File: config.mk
export PLATFORM = sky130hd
export DESIGN_NAME = bus_read_responder
export DESIGN_NICKNAME = d
export VERILOG_FILES = /design/src/rtl/bus_read_responder.sv
export SDC_FILE = /design/constraint.sdc
export NUM_CORES = 1
export LEC_CHECK = 0
export CORE_MARGIN = 2
export CORE_UTILIZATION = 40
export CTS_CLUSTER_DIAMETER = 150
export CTS_CLUSTER_SIZE = 12
export DETAILED_ROUTE_END_ITERATION = 7
export PLACE_DENSITY_LB_ADDON = 0.12
export SYNTH_ARGS = -nofsm -noshare
export SYNTH_HDL_FRONTEND = slang
export SYNTH_SLANG_ARGS = --single-unit
export TNS_END_PERCENT = 10
File: constraint.sdc
create_clock -name clock -period 2.2 [get_ports clock]
set_input_delay 0.44 -clock clock [delete_from_list [all_inputs] [get_ports clock]]
set_output_delay 0.44 -clock clock [all_outputs]
set_load 0.03 [all_outputs]
File: src/rtl/bus_read_responder.sv
// Responder side of the internal bus read handshake: turns each accepted request into one
// non-pipelined 80386-style T1/T2 read cycle and returns the sampled word (or an error on timeout).
module bus_read_responder #(
   parameter int unsigned TIMEOUT_CYCLES = 16
) (
   input  logic        clock,
   input  logic        reset_n,
   input  logic        bus_read_vaild,
   output logic        bus_read_ready,
   input  logic [31:0] bus_read_address,
   output logic [31:0] bus_read_data,
   input  logic        bus_read_code,
   output logic        bus_read_error,
   output logic        busy,
   output logic        ADS_n,
   output logic [29:0] A,
   output logic [3:0]  BE_n,
   output logic        W_R_n,
   output logic        D_C_n,
   output logic        M_IO_n,
   input  logic [31:0] D,
   input  logic        READY_n
);

   typedef enum logic [2:0] {
      ST_IDLE,
      ST_T1,
      ST_T2,
      ST_RESPOND,
      ST_RELEASE
   } state_t;

   localparam logic [7:0] WAIT_LAST = 8'(TIMEOUT_CYCLES - 1);

   state_t     state;
   state_t     state_nxt;
   logic [7:0] wait_cnt;
   logic       accept;
   logic       complete;
   logic       expire;

   // Fetches are always word aligned, so the byte-offset bits carry no information.
   logic       unused_addr_bits;
   assign unused_addr_bits = ^bus_read_address[1:0];

   always_comb begin
      state_nxt = state;
      accept    = 1'b0;
      complete  = 1'b0;
      expire    = 1'b0;
      case (state)
         ST_IDLE: begin
            if (bus_read_vaild) begin
               accept    = 1'b1;
               state_nxt = ST_T1;
            end
         end
         ST_T1: state_nxt = ST_T2;
         ST_T2: begin
            // READY_n takes priority over the watchdog on the final wait cycle.
            if (!READY_n) begin
               complete  = 1'b1;
               state_nxt = ST_RESPOND;
            end else if (wait_cnt == WAIT_LAST) begin
               expire    = 1'b1;
               state_nxt = ST_RESPOND;
            end
         end
         ST_RESPOND: state_nxt = ST_RELEASE;
         ST_RELEASE: begin
            // Wait for the initiator to drop its request so a stale valid is never re-accepted.
            if (!bus_read_vaild) state_nxt = ST_IDLE;
         end
         default: state_nxt = ST_IDLE;
      endcase
   end

   always_ff @(posedge clock or negedge reset_n) begin
      if (!reset_n) begin
         state          <= ST_IDLE;
         A              <= '0;
         D_C_n          <= 1'b1;
         wait_cnt       <= '0;
         bus_read_data  <= '0;
         bus_read_error <= 1'b0;
      end else begin
         state <= state_nxt;
         if (accept) begin
            A     <= bus_read_address[31:2];
            D_C_n <= ~bus_read_code;
         end
         if (state == ST_T1) begin
            wait_cnt <= '0;
         end else if ((state == ST_T2) && !complete && !expire) begin
            wait_cnt <= wait_cnt + 8'd1;
         end
         if (complete) begin
            bus_read_data  <= D;
            bus_read_error <= 1'b0;
         end else if (expire) begin
            bus_read_data  <= 32'hFFFF_FFFF;
            bus_read_error <= 1'b1;
         end
      end
   end

   assign ADS_n          = (state != ST_T1);
   assign BE_n           = ((state == ST_T1) || (state == ST_T2)) ? 4'h0 : 4'hF;
   assign bus_read_ready = (state == ST_RESPOND);
   assign busy           = (state != ST_IDLE);
   assign W_R_n          = 1'b0;
   assign M_IO_n         = 1'b1;

endmodule

==> results of run 1 <==
==> cells by family (layout without fill, tap and decap cells) <==
group           after synthesis  count (layout)
other cells                   2               2
mux                          33              33
fa+ha+maj                     1               1
simple gates                116             116
compound gates               20              20
buf+inv                      24             168
xor+xnor                      7               7
flops                        75              75
==> per-stage QoR <==
step | hold WS, ns | util [%] | total power, mW
after floorplan | 0.1444 | - | 4.804
after global placement | 0.4015 | 60.54 | 6.473
after detailed placement | 0.4040 | 60.54 | 6.535
after CTS | 0.02726 | 63.60 | 7.754
after global routing | 0.03824 | 63.60 | 8.084
final | 0.02901 | 63.60 | 7.650
==> synthesized netlist by cell type, drive strengths merged <==
cell,n
nand2b,1
xor2,1
xnor2,6
clkbuf,7
a21oi,1
a31o,1
conb,2
nor3,4
buf,12
a211oi,1
nor4,2
nand4bb,1
mux2,30
nand2,69
nor2,14
inv,5
o21ai,15
nor2b,1
nand4,1
and3,1
nand3,19
nor3b,1
dfrtp,74
or3,2
mux2i,3
ha,1
a2111oi,2
dfstp,1
==> worst max path at each step <==
stage | end | slack, ns
floorplan | A[10]$_DFFE_PN0P_ | 0.34
global placement | BE_n[0] | 0.19
detailed placement | BE_n[3] | 0.18
CTS | BE_n[0] | 0.09
global route | BE_n[0] | 0.02
finish | BE_n[3] | 0.12
==> report_power, final <==
group          switching (mW)  internal, mW  total (mW)
combinational            2.29          1.78        4.07
sequential              0.322          2.00        2.32
clock                   0.505         0.756        1.26
==> placed cells by master, fill, tap and decap left out, types with 2 or more instances in the layout <==
master / instances
clkdlybuf4s50_1: 129
nor3_1: 3
nor2_1: 13
buf_4: 8
dlygate4sd2_1: 7
o21ai_0: 6
or3_1: 2
buf_12: 3
nand3_1: 19
mux2i_1: 3
bufinv_16: 3
xnor2_1: 6
mux2_2: 29
clkbuf_8: 9
clkinvlp_4: 2
o21ai_1: 9
inv_1: 5
dfrtp_1: 74
conb_1: 2
nand2_1: 69
==> flip-flops by register name (all words and copies together), names as in the netlist <==
register        count
D_C_n               1
state               3
A                  30
bus_read_error      1
bus_read_data      32
wait_cnt            8
==> routing by layer <==
layer	share of wire [%]	GRT usage, %	vias up
met1	44	24.24	1180
met2	48	28.19	81
li1	-	-	1189
met3	6.0	4.108	10
met4	1.4	7.587	0
met5	0	0	-
==> area by class of cell <==
cell class | count | area share (%)
flip-flops and latches | 75 | 38.82
repair buffers | 147 | 30.44
multi-input cells | 179 | 22.73
clock buffers | 10 | 2.638
well taps | 102 | 2.638
clock inverters | 6 | 2.353
inverters | 5 | 0.3879
==> repair_timing <==
action | CTS | global route
hold buffers | 0 | 0
endpoints found under the hold margin | 0 | 0
setup endpoints to repair | 7 | 0
resized for setup | 7 | 0
==> flow_metrics.py, run 1 <==
metrics = {
    "outcome": {
        "outcome": "finished clean",
    },
    "worst_setup_path": {
        "reg2reg_from": "wait_cnt[4]$_DFFE_PN0P_",
        "slowest_stage": "dfrtp_1",
        "crit_family": "buffers and inverters",
        "critical_path_class": "register to primary output",
        "critPathLaunch": "state[1]$_DFFE_PN0P_",
        "cpPeakStageDelay_ns": 0.46,
        "r2r-end": "bus_read_data[5]$_DFFE_PN0P_",
        "arrival_ns": 1.64,
        "path_depth": 4,
        "crit_chain": "xor2_1 > nor2b_1 > inv_1 > dlygate4sd2_1",
        "rrSetupSlack_ns": 0.46,
        "r2r_cells": 3,
        "crit_path_start_kind": "register",
        "crit_buf_inv": 2,
        "cp.required_ns": 1.76,
        "cp-end-kind": "primary output",
        "cp_max_fo": 7,
    },
    "clock_network": {
        "htree_levels": 3,
        "cts_buffers": 9,
        "cts_sinks": 75,
        "cts-root-buf": "clkbuf_8",
        "cts_buffer_depth": 2,
        "worstSkewPairLatency_ns": 0.34,
        "path_clk_slew_ns": 0.08,
        "cts_tree": "yes",
        "cts_setup_buffers": 0,
    },
    "detailed_routing": {
        "routedWlPerCell_um": 13.90,
        "avgViaCountPerCell": 4.695,
        "dr.pass1.iters": 4,
        "drt-initial-drc-count": 42,
        "wl_um": 7281,
        "vias": 2460,
        "ant_nets": 0,
        "drc": 0,
    },
    "global_route": {
        "grt_antenna_before_repair": 0,
        "track_usage_pct": 18.02,
        "grt_max_degree": 46,
        "grt_pass1_vias": 2441,
        "grt_pass1_wl_um": 11960,
        "overflow": 0,
    },
    "placement": {
        "place_inst": 508,
        "dpl-instance-area_um2": 4606,
        "place.gp.congestion": 0.7153,
        "pre_cts_ws_ns": 0.1788,
        "dp_hpwl_um": 5140,
        "port_buffers": 137,
    },
    "finish": {
        "area_growth_syn_to_layout_pct": 56.05,
        "multi_input_area_um2": 1100,
        "drive_gt1_share_pct": 14.69,
        "nNetsFinal": 487,
        "fillers": 630,
        "final_area_um2": 4838,
        "final_cells": 524,
        "seq_area_um2": 1878,
        "diodes": 0,
    },
    "timing": {
        "slew_violations": 0,
        "fin_crit_ns": 2.077,
        "rsz0062_at_grt": "false",
        "finalSetupTns_ns": 0,
        "timing_hold_violations_final": 0,
        "post-route-period-util_pct": 94.40,
        "finClkSkew_ns": 0.01060,
        "tightestPinTransition_ns": 0.6072,
        "final-setup-viol-count": 0,
        "setup_slack_ns": 0.1232,
        "relSlewSlack_pct": 59.42,
        "fmaxAchievable_mhz": 481.5,
    },
    "die": {
        "die_area_um2": 8471,
        "placement_rows": 32,
        "ios": 142,
        "placeableCoreArea_um2": 7607,
        "die_h_um": 92.04,
        "start_util_pct": 40.76,
        "die_x_um": 92.04,
    },
    "yosys": {
        "ys_types": 34,
        "synth_fa_ha_area_share_pct": 0.4036,
        "synth_top_cell_by_area": "dfrtp_1",
        "syn_nets": 348,
        "synth.area.top_cells": "dfrtp_1, mux2_2, nand2_1",
        "yosysTopAreaCellShare_pct": 59.73,
        "synth_compound_area_share_pct": 3.914,
        "syn-instance-count": 278,
        "synth-xor-area-share_pct": 1.977,
        "yosys.area_share.simple_pct": 16.91,
        "avgSynthCellArea_um2": 11.15,
        "synthesis.area_um2": 3100,
        "yosysSeqAreaShare_pct": 60.57,
        "synth_top_family_by_area": "simple AND/OR/NAND/NOR gates",
        "ys_warn_count": 0,
        "ys_ff_latch": 75,
        "muxShareOfSynthArea_pct": 11.86,
    },
    "power": {
        "pwr_density_cell_nw_per_um2": 1581,
        "vdd_drop_max_uv": 760.4,
        "p_leak_nw": 2.136,
    },
    "flow_run": {
        "maxCapViolations": 0,
    },
    "hold_path": {
        "hold_path_class": "input pin to async pin",
    },
}
No activity file was read; power rests on OpenSTA's default activity.
==> run 2: changes to the inputs <==
--- a/config.mk
+++ b/config.mk
@@ -14,4 +14,4 @@
 export SYNTH_ARGS = -nofsm -noshare
 export SYNTH_HDL_FRONTEND = slang
 export SYNTH_SLANG_ARGS = --single-unit
-export TNS_END_PERCENT = 10
+export TNS_END_PERCENT = 1
==> constraint.sdc (replaced) <==
create_clock -name clock -period 2.2 [get_ports clock]
set_input_delay 0.44 -clock clock [delete_from_list [all_inputs] [get_ports clock]]
set_output_delay 0.44 -clock clock [all_outputs]
set_load 0.05 [all_outputs]
==> run 2 against run 1 <==
Net effect:
- combinational power increased by 31%
- first-iteration DRC count increased by 120%
- global-route usage decreased by 0.10 points
- via count grew 0.12%
- flip-flop and latch count did not move
- power grew 13%
- register-to-register slack about the same
- maximum frequency decreased by 1.4%
- sequential share of layout area rose by 0.22 points
- final area down 0.57%
- clock-buffer cell count down 1
- critical endpoint is now D_C_n
- highest routed layer unchanged
==> flow_metrics.py, run 2 (synthesis results as in run 1) <==
metrics = {
    "finish": {
        "fillers": 654,
        "final_cell_mix": "clkdlybuf4s50_1, dfrtp_1, nand2_1",
        "diodes": 0,
        "reg_top3": "bus_read_data: 32 flops, A: 30 flops, wait_cnt: 8 flops",
        "layout_commonest_cell": "clkdlybuf4s50_1",
        "largest-register": "bus_read_data",
        "final_area_um2": 4811,
        "nNetsFinal": 486,
        "largest_reg_flops": 32,
        "multi_input_area_um2": 1100,
        "seq_area_um2": 1878,
        "area_growth_syn_to_layout_pct": 55.17,
        "final_util_pct": 63.24,
        "drive_gt1_share_pct": 15.99,
    },
    "worst_setup_path": {
        "crit_family": "buffers and inverters",
        "cp.required_ns": 1.76,
        "critical_path_class": "register to primary output",
        "crit_chain": "clkdlybuf4s50_1",
        "reg2reg_from": "state[0]$_DFFE_PN0P_",
        "slowest_stage": "clkdlybuf4s50_1",
        "cpPeakStageDelay_ns": 0.81,
        "arrival_ns": 1.67,
        "r2r_cells": 4,
        "r2r-end": "A[8]$_DFFE_PN0P_",
        "crit_path_start_kind": "register",
        "crit_buf_inv": 1,
        "rrSetupSlack_ns": 0.47,
        "cp-end-kind": "primary output",
        "cp_max_fo": 2,
    },
    "timing": {
        "fin_crit_ns": 2.106,
        "fmaxAchievable_mhz": 474.9,
        "finalSetupTns_ns": 0,
        "post-route-period-util_pct": 95.71,
        "tightestPinTransition_ns": 0.5652,
        "rsz0062_at_grt": "false",
        "relSlewSlack_pct": 62.23,
        "setup_slack_ns": 0.09448,
        "finClkSkew_ns": 0.009220,
        "final-setup-viol-count": 0,
        "timing_hold_violations_final": 0,
        "slew_violations": 0,
    },
    "global_route": {
        "grt_antenna_before_repair": 0,
        "grt_max_degree": 76,
        "grt_pass1_wl_um": 11870,
        "grt_pass1_vias": 2397,
        "overflow": 0,
        "track_usage_pct": 17.92,
    },
    "die": {
        "placement_rows": 32,
        "die_x_um": 92.04,
        "ios": 142,
        "placeableCoreArea_um2": 7607,
        "die_area_um2": 8471,
        "start_util_pct": 40.76,
        "die_h_um": 92.04,
    },
    "clock_network": {
        "cts_tree": "yes",
        "cts-root-buf": "clkbuf_8",
        "cts_buffer_depth": 2,
        "cts_buffers": 9,
        "path_clk_slew_ns": 0.07,
        "cts_setup_buffers": 0,
        "hold_buffers": 0,
        "cts_resized": 0,
        "cts_sinks": 75,
        "htree_levels": 3,
        "worstSkewPairLatency_ns": 0.34,
    },
    "outcome": {
        "outcome": "finished clean",
    },
    "detailed_routing": {
        "ant_nets": 0,
        "drt-initial-drc-count": 91,
        "wl_um": 7294,
        "routedWlPerCell_um": 14.00,
        "drc": 0,
        "avgViaCountPerCell": 4.727,
        "dr.pass1.iters": 4,
        "vias": 2463,
    },
    "hold_path": {
        "hold_path_class": "input pin to async pin",
    },
    "placement": {
        "pre_cts_ws_ns": 0.1006,
        "place.gp.congestion": 0.7014,
        "port_buffers": 137,
        "dpl-instance-area_um2": 4631,
        "dp_hpwl_um": 5237,
    },
    "power": {
        "pwr_density_cell_nw_per_um2": 1802,
        "p_leak_nw": 2.128,
        "finalPower_mw": 8.669,
        "vdd_drop_max_uv": 1025,
    },
    "flow_run": {
        "maxCapViolations": 0,
    },
}
-- run 2: cell types whose count changed in the layout (fill, tap and decap cells not counted), sizes merged --
cell         before  now
bufinv            3    1
dlygate4sd2       7    0
clkbuf           10    9
clkinv            1    3
buf              11   17
clkinvlp          2    1
-- run 2: worst max-delay path by stage --
| stage | startpoint | end | slack (ns) | cells past startpoint |
|---|---|---|---|---|
| floorplan | state[0]$_DFFE_PN0P_ | A[10]$_DFFE_PN0P_ | 0.23 | 5 |
| global placement | READY_n | bus_read_data[23]$_DFFE_PN0P_ | 0.13 | 7 |
| detailed placement | READY_n | bus_read_data[26]$_DFFE_PN0P_ | 0.10 | 7 |
| CTS | D_C_n$_DFFE_PN1P_ | D_C_n | 0.07 | 1 |
| global route | D_C_n$_DFFE_PN1P_ | D_C_n | 0.05 | 1 |
| finish | D_C_n$_DFFE_PN1P_ | D_C_n | 0.09 | 1 |
-- run 2: layer usage --
| metal | GRT usage (%) | up-vias | share of wire (%) |
|---|---|---|---|
| met1 | 22.56 | 1187 | 42 |
| met3 | 4.848 | 9 | 6.8 |
| met5 | 0 | - | 0 |
| li1 | - | 1189 | - |
| met4 | 7.463 | 0 | 1.4 |
| met2 | 29.23 | 78 | 50 |
-- run 2: report_power, final --
part | leakage [nW] | switching [mW] | internal [mW] | total (mW)
Sequential | 0.927 | 0.333 | 2.00 | 2.33
Combinational | 1.11 | 3.37 | 1.98 | 5.35
Clock | 0.0909 | 0.476 | 0.509 | 0.985
-- run 2: cell type report --
class	count	share of cell area (%)
Multi-Input combinational cell	179	22.86
Inverter	5	0.3901
Tap cell	102	2.653
Clock inverter	5	1.170
Sequential cell	75	39.04
Clock buffer	9	2.575
Timing Repair Buffer	146	31.31
-- run 2: through the flow --
stage | std cells | hold WS [ns]
floorplan | 278 | 0.1444
global placement | 507 | 0.4547
detailed placement | 507 | 0.4654
CTS | 521 | 0.1200
global route | 521 | 0.1189
finish | 521 | 0.09558
